==> config.mk <==
export PLATFORM = sky130hd
export DESIGN_NAME = regfile_loader
export DESIGN_NICKNAME = d
export VERILOG_FILES = /design/src/rtl/regfile_loader.sv
export SDC_FILE = /design/constraint.sdc
export NUM_CORES = 1
export LEC_CHECK = 0
export ABC_AREA = 1
export ABC_CLOCK_PERIOD_IN_PS = 2500
export BUFFER_PORTS_ARGS = -buffer_cell sky130_fd_sc_hd__buf_2
export CORE_ASPECT_RATIO = 1.2
export CORE_UTILIZATION = 50
export DETAILED_ROUTE_END_ITERATION = 16
export GPL_ROUTABILITY_DRIVEN = 0
export PLACE_DENSITY = 0.95
export SETUP_SLACK_MARGIN = 0.1
export SLEW_MARGIN = 20
export SYNTH_ARGS = -nofsm -noshare
export SYNTH_HDL_FRONTEND = slang
export SYNTH_SLANG_ARGS = --single-unit
==> constraint.sdc <==
create_clock -name clock -period 2.5 [get_ports clock]
set_clock_uncertainty 0.15 [all_clocks]
set_input_delay 0.375 -clock clock [delete_from_list [all_inputs] [get_ports clock]]
set_output_delay 0.375 -clock clock [all_outputs]
set_load 0.03 [all_outputs]
==> src/rtl/regfile_loader.sv <==
// Host-driven register preloader: owns the regfile write port and holds the CPU
// in reset while a valid/ready stream of (addr, data) words is written into registers.
module regfile_loader #(
  parameter int DATA_W         = 32,
  parameter int ADDR_W         = 5,
  parameter int RELEASE_CYCLES = 2
) (
  input  logic              clock,
  input  logic              reset,
  input  logic              start,
  input  logic              in_valid,
  output logic              in_ready,
  input  logic [ADDR_W-1:0] in_addr,
  input  logic [DATA_W-1:0] in_data,
  input  logic              in_last,
  input  logic              cpu_writeEnable,
  input  logic [ADDR_W-1:0] cpu_writeReg,
  input  logic [DATA_W-1:0] cpu_data_writeReg,
  output logic              ctrl_writeEnable,
  output logic [ADDR_W-1:0] ctrl_writeReg,
  output logic [DATA_W-1:0] data_writeReg,
  output logic              cpu_hold,
  output logic              busy,
  output logic              done,
  output logic [ADDR_W:0]   load_count,
  output logic              err_r0
);

  typedef enum logic [1:0] {
    IDLE  = 2'd0,
    HOLD  = 2'd1,
    LOAD  = 2'd2,
    DRAIN = 2'd3
  } state_t;

  localparam logic [ADDR_W:0] COUNT_MAX    = {1'b1, {ADDR_W{1'b0}}};
  localparam logic [3:0]      RELEASE_LAST = 4'(RELEASE_CYCLES);

  state_t              state_reg, state_next;
  logic                pend_valid_reg;
  logic [ADDR_W-1:0]   pend_addr_reg;
  logic [DATA_W-1:0]   pend_data_reg;
  logic [3:0]          drain_cnt_reg;
  logic [ADDR_W:0]     load_count_reg;
  logic                err_r0_reg;
  logic                done_reg;

  logic accept;
  logic accept_write;
  logic session_open;

  assign accept       = (state_reg == LOAD) && in_valid;
  assign accept_write = accept && (in_addr != '0);
  assign session_open = (state_reg == IDLE) && start;

  always_comb begin
    state_next = state_reg;
    unique case (state_reg)
      IDLE:    if (start) state_next = HOLD;
      HOLD:    state_next = LOAD;
      LOAD:    if (accept && in_last) state_next = DRAIN;
      DRAIN:   if (drain_cnt_reg == RELEASE_LAST) state_next = IDLE;
      default: state_next = IDLE;
    endcase
  end

  // Write port belongs to the CPU only while idle; otherwise the pending slot drives it.
  always_comb begin
    ctrl_writeEnable = pend_valid_reg;
    ctrl_writeReg    = pend_addr_reg;
    data_writeReg    = pend_data_reg;
    if (state_reg == IDLE) begin
      ctrl_writeEnable = cpu_writeEnable;
      ctrl_writeReg    = cpu_writeReg;
      data_writeReg    = cpu_data_writeReg;
    end
  end

  always_ff @(posedge clock or negedge reset) begin
    if (!reset) begin
      state_reg      <= IDLE;
      pend_valid_reg <= 1'b0;
      pend_addr_reg  <= '0;
      pend_data_reg  <= '0;
      drain_cnt_reg  <= '0;
      load_count_reg <= '0;
      err_r0_reg     <= 1'b0;
      done_reg       <= 1'b0;
    end else begin
      state_reg      <= state_next;
      done_reg       <= (state_reg == DRAIN) && (state_next == IDLE);
      pend_valid_reg <= accept_write;
      if (accept_write) begin
        pend_addr_reg <= in_addr;
        pend_data_reg <= in_data;
      end
      // DRAIN lasts RELEASE_CYCLES+1 cycles: the final write, then the release delay.
      drain_cnt_reg <= (state_reg == DRAIN) ? drain_cnt_reg + 4'd1 : 4'd0;
      if (session_open) begin
        load_count_reg <= '0;
        err_r0_reg     <= 1'b0;
      end else begin
        if (accept_write && load_count_reg != COUNT_MAX)
          load_count_reg <= load_count_reg + 1'b1;
        if (accept && in_addr == '0)
          err_r0_reg <= 1'b1;
      end
    end
  end

  assign in_ready   = (state_reg == LOAD);
  assign busy       = (state_reg != IDLE);
  assign cpu_hold   = (state_reg != IDLE);
  assign done       = done_reg;
  assign load_count = load_count_reg;
  assign err_r0     = err_r0_reg;

endmodule

==> results.py <==
metrics = {
    "status": {
        "outcome": "finished clean",
    },
    "placed_design": {
        "dp_hpwl_um": 4840,
        "port-buffer-count": 128,
    },
    "sta": {
        "worst_pin_slew_ps": 641,
        "worst_hold_slack_ps": 113,
        "fin_crit_ps": 2040,
        "slew_headroom": 0.572,
        "fmax_ghz": 0.490,
        "fin_setup_tns_ps": 0,
        "timing_hold_violations_final": 0,
        "setup_viol": 0,
        "final-max-slew-violation-count": 0,
        "grt_setup_unrepaired": "no",
        "period_share": 0.816,
    },
    "worst_setup_path": {
        "crit_chain": "nor2_2 -> buf_4 -> nand2_1 -> nand2_1 -> buf_2",
        "crit_slowest_cell": "dfrtp_1",
        "crit_family": "buffers and inverters",
        "cp-end-kind": "output pin",
        "crit_required_ps": 1980,
        "crit_buf_inv": 2,
        "crit_top_cell": "nand2_1",
        "cp-start-kind": "flop",
        "crit_fanout": 21,
        "crit_type": "flop to output pin",
        "slowest_delay_ps": 440,
        "worst_ep_arrival_time_ps": 1520,
    },
    "cts": {
        "clk_root_buffer_cell": "clkbuf_8",
        "clock_sinks": 52,
        "clk_pin_slew_worst_paths_ps": 90,
        "cts_tree": "built",
        "htreeDepth": 2,
        "clock_latency_ps": 300,
        "cts_made_buffers": 5,
        "ctsLongestPathBuffers": 2,
        "cts_setup_buffers": 0,
    },
    "final_layout": {
        "layout.nets": 585,
        "drive_gt1_frac": 0.297,
        "area_delta_synth_final_pct": 29.6,
        "largest_reg_flops": 32,
        "mostFrequentLayoutCells": "nand2_1 (242), buf_2 (128), dfrtp_1 (52), inv_1 (16), nand3_1 (15)",
        "antenna_cells": 0,
        "layout_commonest_cell": "nand2_1",
    },
    "drt": {
        "route.detailed.drc": 0,
        "route.vias.total": 2730,
        "drtIter0Drc": 117,
        "routedWlPerCell_um": 11.6,
        "ant_nets": 0,
        "vias_per_cell": 4.86,
        "finalWirelength_um": 6510,
        "first_pass_iters": 4,
    },
    "global_route": {
        "grt_pass1_vias": 2566,
        "grt_max_degree": 40,
        "grt_usage": 0.246,
        "antenna_found_initial": 0,
        "grt_pass1_wl_um": 10300,
        "grt-ovfl-total": 0,
    },
    "job": {
        "maxCapViolations": 0,
    },
    "worst_hold_path": {
        "hp-class": "primary input to flop",
    },
    "yosys": {
        "netlist_area_um2": 2680,
        "synth-edff-count": 0,
        "synth.yosys.seq_area_share": 0.486,
        "synth_fp_nets": 459,
        "ys_ff_latch": 52,
        "synth-main-ff-cell": "dfrtp_1",
        "yosysWarnings": 0,
        "async_flop_share": 1.00,
        "postSynthAreaPerCell_um2": 7.13,
        "synthCells": 375,
        "synth_cell_types": 21,
    },
    "power": {
        "powerDensity_nw_per_um2": 1380,
        "ir_drop_mv": 0.685,
        "power_leakage_nw": 2.16,
    },
    "die": {
        "io_pins": 129,
        "die_area_um2": 5650,
        "coreArea_um2": 5040,
        "die_h_um": 82.1,
        "start_util": 0.530,
        "die_w_um": 68.8,
        "rows": 28,
    },
}
[metrics by stage]
stage	cell area, µm²	util	power (mW)	instances	setup WS [ps]
4_1_cts	3470	0.687	4.82	562	442
2_1_floorplan	2680	-	3.46	375	606
3_5_place_dp	3330	0.660	4.19	553	736
5_1_grt	3470	0.687	5.20	562	304
6_report	3470	0.687	4.79	562	459
3_3_place_gp	3330	0.660	4.08	553	835
[layout make-up]
| type | count | area (µm²) |
|---|---|---|
| sequential | 52 | 1300 |
| fill | 411 | 1580 |
| multi-input combinational | 289 | 1200 |
| tap | 60 | 75.1 |
| clock buffer | 7 | 96.3 |
| clock inverter | 1 | 30.0 |
| inverter | 17 | 63.8 |
| timing repair buffer | 136 | 703 |
[power by group]
part	internal [mW]	switching, mW
logic	0.790	1.91
registers	1.21	0.254
clock network	0.353	0.266
[worst min-delay path, delay by kind of cell]
| family | cells | cell delay [ps] |
|---|---|---|
| buffers and inverters | 1 | 70 |
| and+or+nand+nor | 2 | 80 |
[per-layer routing]
| metal | global-route usage | vias to the layer above | routed length [µm] |
|---|---|---|---|
| met5 | 0 | - | 0 |
| met4 | 0.106 | 0 | 103 |
| met3 | 0.0495 | 10 | 391 |
| met2 | 0.463 | 109 | 3350 |
| met1 | 0.257 | 1235 | 2660 |
| li1 | - | 1376 | - |
[worst paths after layout]
check	from	end	slack (ps)	cells after the start
setup / recovery	state_reg[1]$_DFF_PN0_	ctrl_writeReg[3]	460	5
max in group asynchronous	reset	pend_data_reg[20]$_DFFE_PN0P_	1450	3
hold reg to reg	pend_data_reg[24]$_DFFE_PN0P_	pend_data_reg[24]$_DFFE_PN0P_	340	2
min in group asynchronous	reset	pend_addr_reg[4]$_DFFE_PN0P_	440	3
setup reg to reg	state_reg[0]$_DFF_PN0_	pend_addr_reg[3]$_DFFE_PN0P_	720	7
hold / removal	in_data[31]	pend_data_reg[31]$_DFFE_PN0P_	110	3
[logic make-up after synthesis]
family                     Yosys count  synth area share
and+or+nand+nor                    277             0.407
DFF                                 52             0.486
buffers and inverters               34            0.0669
adders and majority gates            4            0.0187
xor gates and xnor gates             4            0.0131
AOI/OAI and AO/OA                    4           0.00748
[Yosys cell counts (2+ instances only)]
library cell / number / area [µm²]
inv_1: 16 / 60.1
buf_6: 2 / 22.5
buf_2: 8 / 40.0
nand4_1: 3 / 18.8
nand3_1: 15 / 75.1
ha_1: 4 / 50.1
o21ai_0: 2 / 10.0
dfrtp_1: 52 / 1300
nor2_1: 13 / 48.8
nand2_1: 242 / 908
xor2_1: 3 / 26.3
clkbuf_1: 4 / 15.0
a21oi_1: 2 / 10.0
buf_8: 2 / 30.0
[what timing repair did]
action / CTS / global route
endpoints found under the hold margin: 52 / 0
hold buffers: 1 / 0
resized for setup: 0 / 0
endpoints found under the setup margin: 0 / 0
Note: power is estimated with default switching activity, not from simulation.
